## config.mk

```make
export PLATFORM = sky130hd
export DESIGN_NAME = irq_ctrl
export DESIGN_NICKNAME = d
export VERILOG_FILES = /design/src/rtl/irq_ctrl.sv
export SDC_FILE = /design/constraint.sdc
export NUM_CORES = 1
export LEC_CHECK = 0
export CAP_MARGIN = 20
export CORE_ASPECT_RATIO = 2
export CORE_UTILIZATION = 65
export DETAILED_ROUTE_END_ITERATION = 8
export DONT_BUFFER_PORTS = 1
export PLACE_DENSITY = 0.78
export SYNTH_ARGS = -nofsm -noshare
export SYNTH_HDL_FRONTEND = slang
export SYNTH_SLANG_ARGS = --single-unit
```

## constraint.sdc

```tcl
create_clock -name clk_i -period 3.82 [get_ports clk_i]
set_clock_uncertainty 0.15 [all_clocks]
set_input_delay 0.191 -clock clk_i [delete_from_list [all_inputs] [get_ports clk_i]]
set_output_delay 0.191 -clock clk_i [all_outputs]
set_load 0.01 [all_outputs]
```

## src/rtl/irq_ctrl.sv

```systemverilog
// Edge-triggered interrupt controller: pending/enable registers, lowest-index claim, ID-matched complete.
// Optional macro IRQ_CTRL_SYNC_EN inserts a 2-flop synchroniser ahead of edge detection.
module irq_ctrl #(
    parameter int unsigned NUM_SRC = 8,
    parameter int unsigned ID_W    = 5
) (
    input  logic               clk_i,
    input  logic               reset_i,
    input  logic [NUM_SRC-1:0] irq_src_i,
    input  logic               irq_ack_i,
    output logic               meip_o,
    input  logic               wr_en_i,
    input  logic [1:0]         addr_i,
    input  logic [31:0]        wdata_i,
    output logic [31:0]        rdata_o,
    output logic [ID_W-1:0]    claim_id_o
);

    typedef enum logic [1:0] {
        REG_ENABLE   = 2'd0,
        REG_PENDING  = 2'd1,
        REG_CLAIM    = 2'd2,
        REG_COMPLETE = 2'd3
    } reg_sel_e;

    reg_sel_e           sel;
    logic [NUM_SRC-1:0] src_seen;
    logic [NUM_SRC-1:0] src_q;
    logic [NUM_SRC-1:0] pending;
    logic [NUM_SRC-1:0] enable;
    logic [NUM_SRC-1:0] active;
    logic [NUM_SRC-1:0] edges;
    logic [NUM_SRC-1:0] claim_mask;
    logic [NUM_SRC-1:0] w1c_mask;
    logic [NUM_SRC-1:0] clr_mask;
    logic [ID_W-1:0]    sel_id;
    logic               in_service;
    logic               any_active;
    logic               complete_wr;
    logic               complete_hit;
    logic               ack_take;
    logic               unused_wdata;

    assign sel = reg_sel_e'(addr_i);

`ifdef IRQ_CTRL_SYNC_EN
    logic [NUM_SRC-1:0] sync1_q;
    logic [NUM_SRC-1:0] sync2_q;

    always_ff @(posedge clk_i) begin
        if (reset_i) begin
            sync1_q <= '0;
            sync2_q <= '0;
        end else begin
            sync1_q <= irq_src_i;
            sync2_q <= sync1_q;
        end
    end

    assign src_seen = sync2_q;
`else
    assign src_seen = irq_src_i;
`endif

    assign edges      = src_seen & ~src_q;
    assign active     = pending & enable;
    assign any_active = |active;
    assign meip_o     = any_active & ~in_service;

    // A COMPLETE write always swallows a same-cycle ack, matched or not.
    assign complete_wr  = wr_en_i && (sel == REG_COMPLETE);
    assign complete_hit = complete_wr && in_service && (wdata_i[ID_W-1:0] == claim_id_o);
    assign ack_take     = irq_ack_i && !in_service && !complete_wr;

    assign w1c_mask = (wr_en_i && (sel == REG_PENDING)) ? wdata_i[NUM_SRC-1:0] : '0;
    assign clr_mask = w1c_mask | (ack_take ? claim_mask : '0);

    assign unused_wdata = ^wdata_i[31:NUM_SRC];

    // Descending scan: the last hit written is the lowest active index.
    always_comb begin
        sel_id     = '0;
        claim_mask = '0;
        for (int unsigned k = NUM_SRC; k > 0; k--) begin
            if (active[k-1]) begin
                sel_id          = ID_W'(k);
                claim_mask      = '0;
                claim_mask[k-1] = 1'b1;
            end
        end
    end

    always_ff @(posedge clk_i) begin
        if (reset_i) begin
            src_q      <= '0;
            pending    <= '0;
            enable     <= '0;
            in_service <= 1'b0;
            claim_id_o <= '0;
            rdata_o    <= '0;
        end else begin
            src_q   <= src_seen;
            // Set wins over a same-cycle claim or write-1-to-clear.
            pending <= (pending & ~clr_mask) | edges;

            if (wr_en_i && (sel == REG_ENABLE)) begin
                enable <= wdata_i[NUM_SRC-1:0];
            end

            if (complete_hit) begin
                in_service <= 1'b0;
                claim_id_o <= '0;
            end else if (ack_take) begin
                if (any_active) begin
                    claim_id_o <= sel_id;
                    in_service <= 1'b1;
                end else begin
                    claim_id_o <= '0;
                end
            end

            unique case (sel)
                REG_ENABLE:   rdata_o <= 32'(enable);
                REG_PENDING:  rdata_o <= 32'(pending);
                REG_CLAIM:    rdata_o <= 32'(claim_id_o);
                REG_COMPLETE: rdata_o <= '0;
            endcase
        end
    end

endmodule

```

# Word-level counts from Yosys, hierarchy flattened
# Cells that the tools add are included.
# totals
reg_bits	62
input_bits	46
out_inout_bits	38
# classes
n_eq_ne	4
muxes	20
bitwise	9
n_reduce_logical	13
# ops
cell	n
one-hot mux 32 bit (4 select lines)	1
two-way mux 8 bit	10
two-way mux 5 bit	8
bitwise AND 8 bit	3
NOT 8 bit	2
bitwise OR 8 bit	2
OR reduction 8 bit	1
logical AND 1 bit	7
equality test 5 bit	1
equality test 2 bit (second input constant)	2
two-way mux 4 bit	1
equality test 2 x 1 -> 1 bit (second input constant)	1
zero test 1 bit	2
zero test 2 bit	1
AND reduction 2 bit	1
OR reduction 2 bit	1
bitwise AND 1 bit	1
NOT 1 bit	1

# Logic depth before layout (Yosys ltp)
# Gate-level depths: netlist (run 1).
# logic_depth
ltp_word	14
mapped_depth	5
depth_no_buf	5

# Worst setup path after synthesis (run 1)
# OpenSTA, ideal clock, no wires.
# synth_timing
path_type	register -> register
startpoint	reg pending[2]
endpoint	reg pending[7]
setup_time_ns	0.128
arrival_ns	1.351
t_required_ns	3.542
path_slack_ns	2.192
stages_incl_launch_ff	6
n_path_buf	0
synth_period_minus_slack_ns	1.628
path_cell_list	dfxtp_1 a222oi_1 and4_4 nand4_2 a32oi_1 nor2_1
# synth_via
elab_chain_cells	9
# synth_lines
element	line	rtl
start: declaration	29	logic [NUM_SRC-1:0] pending;
start signal: assignment	104	pending <= (pending & ~clr_mask) | edges;
bitwise AND 8 bit	66	assign active = pending & enable;
two-way mux 8 bit (3 in a row)	85	if (active[k-1]) begin
two-way mux 8 bit	76	assign clr_mask = w1c_mask | (ack_take ? claim_mask : '0);
bitwise OR 8 bit	76	
NOT 8 bit	104	
bitwise AND 8 bit	104	
bitwise OR 8 bit	104	
# No other way between the ends.
# A chain may end at the register's enable or synchronous reset.

# Final worst setup path (run 1)
# layout_timing
startpoint	in reset_i
endpoint	reg enable[3]
# layout_rtl
element	line	rtl
start: declaration	8	input logic reset_i,
end signal: assignment	107	enable <= wdata_i[NUM_SRC-1:0];
end: declaration	30	logic [NUM_SRC-1:0] enable;
# No word-level cell between the ends.

==> results.yml, run 1 <==
run_status:
  status: "complete, no violations"
worst_setup_path:
  ff2ff_path_depth: 5
  startpoint_type: "primary input"
  r2r_start: "pending[2]"
  regToRegSetupSlack_ns: 1.86
  arrival_ns: 2.01
  crit_required_ns: 3.84
  r2r_end: "pending[7]"
  path_class: "primary input to flip-flop"
  cp-end-kind: "flip-flop"
  critPathMaxFanout: 23
sta:
  min_period_ns: 1.98
  setup-violations-final: 0
  timing.final.crit_share: 0.519
  finalHoldViolations: 0
  rsz0062_at_grt: "no"
  setup_tns_ns: 0
  max_freq_mhz: 504
  drv_slew: 0
  tightest_slew_ns: 0.909
  relSlewSlack: 0.386
drt:
  first_pass_iters: 4
  wl_per_cell_um: 14.7
  viasPerCell: 5.65
  route.detailed.drc: 0
  num_vias: 1400
  finalWirelength_um: 3650
  drtIter0Drc: 47
  ant_nets: 0
layout:
  area_delta_synth_final_pct: 12.8
  final_core_util: 0.770
  final_cell_mix: "dfxtp_1 (37), conb_1 (25), nor2_1 (22), dlygate4sd3_1 (20), nand2_1 (19)"
  drive_above_1_share: 0.0727
  fin_nets: 265
  antennaDiodeCount: 0
  final_cells: 248
  mostFrequentLayoutCell: "dfxtp_1"
clocking:
  cts.sinks: 37
  cts_buffers: 5
  clk_latency_ns: 0.28
  root_buffer: "clkbuf_8"
  post_cts_resized: 0
  post_cts_buffers: 0
  clk_pin_slew_ns: 0.07
  ctsLongestPathBuffers: 2
  htree_levels: 2
  cts_tree: "done"
yosys:
  ys_ff_latch: 37
  synthCells: 197
  synth_cell_type_count: 37
  yosysWarningCount: 0
  syn_area_per_cell_um2: 8.91
  synth_ff_type: "dfxtp_1"
  synthArstFlopShare: 0
  syn-cell-area_um2: 1760
  ys_seq_area_frac: 0.422
  synth-edff-count: 0
global_routing:
  overflow: 0
  grt_use_met1: 0.250
  grt_pass1_vias: 1359
  antenna_found_initial: 0
  grt_max_degree: 24
  grtUsageTotal: 0.273
  grt_busiest_layer: "met2"
  met3_usage: 0.0845
  use_met2: 0.506
  grt_pass1_wl_um: 5600
placement:
  hpwlAfterDp_um: 2560
  gp_congestion: 0.852
  placedCellCount: 220
  portBuffers: 0
die:
  die_h_um: 75.5
  fp.dieW_um: 38.7
  coreArea_um2: 2570
  initial_utilization: 0.683
  die-area_um2: 2920
  fp-row-count: 26
  ios: 84
hold_path:
  min_to: "rdata_o[2]"
  hold_class: "primary input to flip-flop"
  min_from: "addr_i[0]"
  min_path_cells: 4
pwr:
  max-vdd-ir-drop_uv: 330
  finalPower_mw: 0.810
  p_leak_nw: 0.832
  p_per_area_nw_per_um2: 409
run:
  maxCapViolations: 0
-- critical path, cell delays in order --
cell and delay, ns:
dlygate4sd3_1 1.11, nor2_1 0.10, dlygate4sd3_1 0.59
-- per-layer routing --
metal	vias up	part of all wire	wire, um
li1	670	-	-
met1	663	0.34	1260
met2	55	0.58	2120
met3	12	0.045	166
met4	0	0.030	108
met5	-	0	0
-- power breakdown --
group / switching [mW] / internal (mW) / total (mW)
Clock: 0.128 / 0.163 / 0.291
Sequential: 0.0187 / 0.406 / 0.424
Combinational: 0.0517 / 0.0438 / 0.0954
-- sequential cells by signal, summed over array words and instances (netlist names) --
name,flops
claim_id_o,4
enable,8
in_service,1
pending,8
rdata_o,8
src_q,8
-- through the flow --
step / setup WS [ns] / instance area [um2] / hold WS [ns]
floorplan: 2.19 / 1850 / 0.120
global placement: 1.96 / 1680 / 0.115
detailed placement: 1.94 / 1680 / 0.118
CTS: 1.88 / 1980 / 0.0374
global route: 1.75 / 1980 / 0.0622
finish: 1.84 / 1980 / 0.0411
-- synth_stat cells (all sizes together) (2+ instances only) --
master  instances  area, um2
a21oi           8       40.0
a221o           2       21.3
a22o            2       18.8
a22oi           2       15.0
a41o            5       51.3
and3            3       20.0
buf            29        206
dfxtp          37        741
inv             5       18.8
mux2i          17        170
nand2          19       71.3
nand3           5       25.0
nand4           3       25.0
nor2           22       82.6
nor2b          13       81.3
nor3            4       20.0
nor3b           2       15.0
o21ai           4       20.0
xnor2           4       35.0
-- logic make-up after synthesis --
group           after synthesis  share of synthesized area
flops                        37                      0.422
simple gates                 74                      0.208
mux                          17                     0.0969
xor+xnor                      4                     0.0200
compound gates               28                      0.118
other cells                   1                    0.00214
buf+inv                      36                      0.133
-- worst max-delay path by stage --
stage                  startpoint       endpoint  slack (ns)  cells after the start
global placement    claim_id_o[1]  claim_id_o[1]        1.96                      4
global route        claim_id_o[1]  claim_id_o[0]        1.75                      4
floorplan              pending[2]     pending[7]        2.19                      5
finish                    reset_i      enable[3]        1.84                      3
detailed placement  claim_id_o[0]  claim_id_o[1]        1.94                      4
CTS                    pending[2]     pending[7]        1.88                      5
-- timing repair --
action | 4_1_cts | 5_1_grt
hold buffers | 20 | 0
endpoints found under the setup margin | 0 | 0
endpoints found under the hold margin | 32 | 0
-- layout make-up --
type	instances	area (um2)
multi-input combinational	148	872
sequential	37	741
fill	199	591
timing repair buffer	21	208
clock buffer	7	96.3
tap	28	35.0
inverter	6	22.5
clock inverter	1	5.00
Note: power is estimated with default switching activity, not from simulation.
==> run 2: changes to the inputs <==
Settings changed: CORE_UTILIZATION 65 to 55, PLACE_DENSITY 0.78 to 0.7.
Clock period 3.82 ns to 1.6 ns, I/O delays scaled along.
==> run 2 against run 1 <==
Compared with the run above: the run now ends with negative hold slack, negative setup slack left; highest routed layer unchanged; largest cell class unchanged; global-route usage fell by 1.5 points; via count rose by 12%; largest power group unchanged; clock power rose by 110%.
==> results.yml, run 2 (synthesis results as in run 1) <==
run_status:
  status: "finished, violations left"
  violations: "negative hold slack, negative setup slack"
worst_setup_path:
  cp-end-kind: "flip-flop"
  arrival_ns: 1.88
  crit_required_ns: 1.63
  path_class: "flip-flop to flip-flop"
  critPathMaxFanout: 5
  startpoint_type: "flip-flop"
placement:
  gp_congestion: 0.836
  portBuffers: 0
  hpwlAfterDp_um: 2970
pwr:
  p_per_area_nw_per_um2: 845
  p_leak_nw: 1.03
  max-vdd-ir-drop_uv: 854
drt:
  num_vias: 1574
  drtIter0Drc: 52
  route.detailed.drc: 0
  first_pass_iters: 4
  finalWirelength_um: 4320
  wl_per_cell_um: 15.2
  ant_nets: 0
  viasPerCell: 5.54
sta:
  setup-violations-final: 8
  timing.final.crit_share: 1.16
  tightest_slew_ns: 0.621
  rsz0062_at_grt: "yes"
  timing.final.ws_setup_ns: -0.250
  setup_tns_ns: -1.55
  min_period_ns: 1.85
  relSlewSlack: 0.585
  finalHoldViolations: 5
  drv_slew: 0
  max_freq_mhz: 540
  hold_ws_ns: -0.295
clocking:
  root_buffer: "clkbuf_8"
  cts_buffers: 5
  htree_levels: 2
  clk_latency_ns: 0.29
  cts.sinks: 37
  ctsHoldBuffers: 32
  cts_tree: "done"
  ctsLongestPathBuffers: 2
  clk_pin_slew_ns: 0.07
die:
  ios: 84
  coreArea_um2: 3010
  die-area_um2: 3440
  fp.dieW_um: 42.0
  initial_utilization: 0.583
  die_h_um: 81.9
  fp-row-count: 28
layout:
  fin_nets: 299
  area_delta_synth_final_pct: 29.4
  antennaDiodeCount: 0
  nFillCells: 253
  mostFrequentLayoutCell: "dfxtp_1"
  drive_above_1_share: 0.169
  final_cell_mix: "dfxtp_1 (36), dlygate4sd3_1 (32), conb_1 (25), buf_4 (23), nor2_1 (21)"
global_routing:
  grt_busiest_layer: "met2"
  grt_pass1_wl_um: 6620
  grt_pass1_vias: 1563
  grt_max_degree: 25
  grtUsageTotal: 0.258
  overflow: 0
  antenna_found_initial: 0
  grt_use_met1: 0.234
  use_met2: 0.483
  met3_usage: 0.0681
run:
  maxCapViolations: 0
hold_path:
  hold_class: "primary input to flip-flop"
-- run 2: worst max-delay path, stage by stage (launching register included) --
cell and delay, ns:
dfxtp_2 0.32, a222oi_1 0.45, buf_4 0.19, and4_4 0.26, buf_4 0.12, nand3_2 0.06
a41o_1 0.18
-- run 2: layer usage --
metal	routed length, um	vias up
met1	1500	741
li1	-	743
met3	206	20
met4	158	0
met2	2450	70
met5	0	-
-- run 2: per-stage QoR --
step | worst slack (ns) | instance area, um2 | cells | utilization | total power, mW
after floorplan | 0.00394 | 1850 | 221 | - | 1.23
after global placement | -0.171 | 1820 | 241 | 0.605 | 1.23
after detailed placement | -0.195 | 1820 | 241 | 0.605 | 1.24
after CTS | -0.231 | 2240 | 282 | 0.744 | 1.91
after global routing | -0.255 | 2270 | 284 | 0.754 | 1.99
final | -0.250 | 2270 | 284 | 0.754 | 1.92
-- run 2: what timing repair did --
action	CTS	global route
pin swaps	2	1
hold endpoints to repair	36	4
setup endpoints to repair	7	9
setup buffers	1	2
gates resized for setup	3	4
gates cloned	0	0
-- run 2: final timing paths --
check / startpoint / endpoint / slack, ns / depth (start not counted)
max reg2reg: enable[2] / pending[5] / -0.25 / 6
max: enable[2] / pending[5] / -0.25 / 6
min: reset_i / rdata_o[0] / -0.29 / 1
min reg2reg: src_q[3] / pending[3] / 0.26 / 1
-- run 2: layout make-up --
cell class | instances | area (um2) | share of cell area
sequential | 37 | 742 | 0.327
clock buffer | 6 | 72.6 | 0.0319
tap | 30 | 37.5 | 0.0165
multi-input combinational | 148 | 895 | 0.394
clock inverter | 2 | 10.0 | 0.00441
timing repair buffer | 55 | 493 | 0.217
inverter | 6 | 22.5 | 0.00991
-- run 2: report_power, final --
part           internal, mW  switching, mW
registers             0.968         0.0341
logic                 0.155          0.141
clock network         0.301          0.320
==> run 3: changes to the inputs <==
Settings changed: ABC_AREA set to 1, CORE_UTILIZATION 55 to 56, PLACE_DENSITY 0.7 to 0.71.
==> run 3 against run 2 <==
Compared with the run above: the run now ends clean; flip-flop and latch count did not move; critical path depth fell by 2; register-to-register slack improved by 0.34 ns; final cell count rose by 15%; routed wire length fell by 8.5%; global-route usage fell by 2.0 points; highest routed layer unchanged; synthesized cell count rose by 37%; clock power rose by 3.5%; largest power group unchanged; non-clock buffer count fell by 29.
==> results.yml, run 3 <==
sta:
  max_freq_mhz: 664
  timing.final.crit_share: 0.942
  tightest_slew_ns: 0.540
  setup-violations-final: 0
  rsz0062_at_grt: "no"
  finalHoldViolations: 0
  relSlewSlack: 0.640
  setup_tns_ns: 0
  min_period_ns: 1.51
  drv_slew: 0
layout:
  antennaDiodeCount: 0
  fin_area_um2: 2120
  final_cell_mix: "nand2_1 (70), inv_1 (38), dfxtp_1 (37), nor2_1 (25), conb_1 (25)"
  area_delta_synth_final_pct: 14.7
  final_cells: 328
  drive_above_1_share: 0.0707
  fin_nets: 343
  mostFrequentLayoutCell: "nand2_1"
  final_core_util: 0.673
die:
  coreArea_um2: 3160
  initial_utilization: 0.586
  fp.dieW_um: 42.6
  fp-row-count: 29
  die-area_um2: 3550
  ios: 84
  die_h_um: 83.3
global_routing:
  grt_use_met1: 0.249
  antenna_found_initial: 0
  grt_pass1_vias: 1499
  grtUsageTotal: 0.238
  grt_pass1_wl_um: 6520
  met3_usage: 0.0630
  grt_busiest_layer: "met2"
  use_met2: 0.415
  overflow: 0
  grt_max_degree: 14
worst_setup_path:
  regToRegSetupSlack_ns: 0.09
  r2r_start: "claim_id_o[1]"
  cp_cell_sequence: "buf_4 > nand3_1 > dlygate4sd3_1 > a31oi_1"
  crit_start: "claim_id_o[1]"
  path_class: "flip-flop to flip-flop"
  arrival_ns: 1.57
  startpoint_type: "flip-flop"
  critPathMaxFanout: 4
  cp_num_buf_inv: 2
  critPathTopFamily: "buffers and inverters"
  cp-end-kind: "flip-flop"
  slowest_delay_ns: 0.56
  crit_required_ns: 1.66
  cp_slowest_cell: "dlygate4sd3_1"
pwr:
  pwr-share-seq: 0.526
  swShare: 0.264
  p_leak_nw: 1.07
  p_per_area_nw_per_um2: 908
  power_frac_comb: 0.140
  p_switching_mw: 0.508
  p_int_mw: 1.42
  clkPwrFrac: 0.334
  max-vdd-ir-drop_uv: 743
yosys:
  synth-edff-count: 0
  synth_fa_ha_area_frac: 0
  synthCells: 269
  synth_ff_type: "dfxtp_1"
  synthSimpleGateAreaFrac: 0.302
  synth.most_common_cell: "nand2_1"
  ys_seq_area_frac: 0.400
  synthArstFlopShare: 0
  synthTopCellsByCount: "nand2_1 (70), inv_1 (38), dfxtp_1 (37)"
  syn-cell-area_um2: 1850
  ys_ff_latch: 37
  syn_area_per_cell_um2: 6.88
  synth_top_area_cell: "dfxtp_1"
  netlist.area_leader.share: 0.400
  yosysWarningCount: 0
  synth_top_family_by_area: "simple AND/OR/NAND/NOR gates"
  synth_cell_type_count: 25
  synthTopCellsByArea: "dfxtp_1 (40%), nand2_1 (14%), buf_4 (10%)"
  synth_xor_area_frac: 0
  muxShareOfSynthArea: 0
  synth_compound_area_frac: 0.0974
placement:
  placedCellCount: 298
  portBuffers: 0
  gp_congestion: 0.894
  hpwlAfterDp_um: 2830
  place_area_um2: 1790
clocking:
  cts_buffers: 5
  clk_latency_ns: 0.28
  root_buffer: "clkbuf_8"
  htree_levels: 2
  clk_pin_slew_ns: 0.07
  cts_tree: "done"
  cts.sinks: 37
  post_cts_buffers: 0
  ctsLongestPathBuffers: 2
hold_path:
  hold_class: "primary input to flip-flop"
  min_from: "addr_i[1]"
drt:
  finalWirelength_um: 3950
  drtIter0Drc: 20
  viasPerCell: 4.89
  route.detailed.drc: 0
  first_pass_iters: 4
  ant_nets: 0
  wl_per_cell_um: 12.1
  num_vias: 1605
run:
  maxCapViolations: 0
run_status:
  status: "complete, no violations"
## run 3: cell types whose count changed after synthesis, moves of 3 or more
cell / previous run / this run
inv_1: 5 / 38
o22ai_1: 0 / 3
nand3_1: 5 / 20
mux2i_1: 17 / 0
o21ai_1: 0 / 4
a21oi_1: 8 / 13
o21ai_0: 4 / 8
a41o_1: 4 / 0
xnor2_1: 4 / 0
nand2_1: 19 / 70
nor2_1: 22 / 26
nor2b_1: 13 / 0
nor2_4: 0 / 3
## run 3: power groups by stage
stage | combinational [mW] | sequential [mW] | clock, mW
finish | 0.269 | 1.01 | 0.644
global route | 0.304 | 1.02 | 0.690
CTS | 0.262 | 1.01 | 0.666
detailed placement | 0.208 | 1.03 | 0
global placement | 0.204 | 1.03 | 0
floorplan | 0.224 | 1.03 | 0
## run 3: cells by family (layout without fill, tap and decap cells)
logic type,count (synthesis),after routing
AND/OR/NAND/NOR,128,128
buffers and inverters,70,74
AO/OA/AOI/OAI,33,33
other,1,25
flip-flops,37,37
## run 3: area by class of cell
cell class,count,area (um2)
Multi-Input combinational cell,186,841
Fill cell,300,1030
Tap cell,31,38.8
Timing Repair Buffer,26,258
Sequential cell,37,741
Clock buffer,7,86.3
Inverter,41,159
## run 3: per-layer routing
layer | vias up | part of all wire | routed length (um)
li1 | 839 | - | -
met1 | 708 | 0.40 | 1570
met2 | 47 | 0.53 | 2110
met3 | 11 | 0.042 | 166
met4 | 0 | 0.027 | 106
met5 | - | 0 | 0
## run 3: worst register-to-register path: stages (launching register included)
cell and delay, ns:
dfxtp_1 0.36, buf_4 0.15, nand3_1 0.07, dlygate4sd3_1 0.56, a31oi_1 0.15
## run 3: through the flow
step	hold WS (ns)	setup WS (ns)	total power, mW
finish	0.000668	0.0932	1.93
global route	0.0159	0.00892	2.02
CTS	0.00944	0.0300	1.94
detailed placement	0.00212	0.241	1.24
global placement	0.00333	0.261	1.24
floorplan	0.0126	0.409	1.25
## run 3: repair_timing
action,in CTS,in global routing
hold endpoints to repair,32,0
hold buffers,23,0
endpoints found under the setup margin,0,3
gates resized for setup,0,5
## run 3: path summary, 6_finish.rpt
check,to,cells past startpoint
max reg2reg,rdata_o[1],4
min,rdata_o[5],5
min reg2reg,pending[2],1
max,rdata_o[1],4
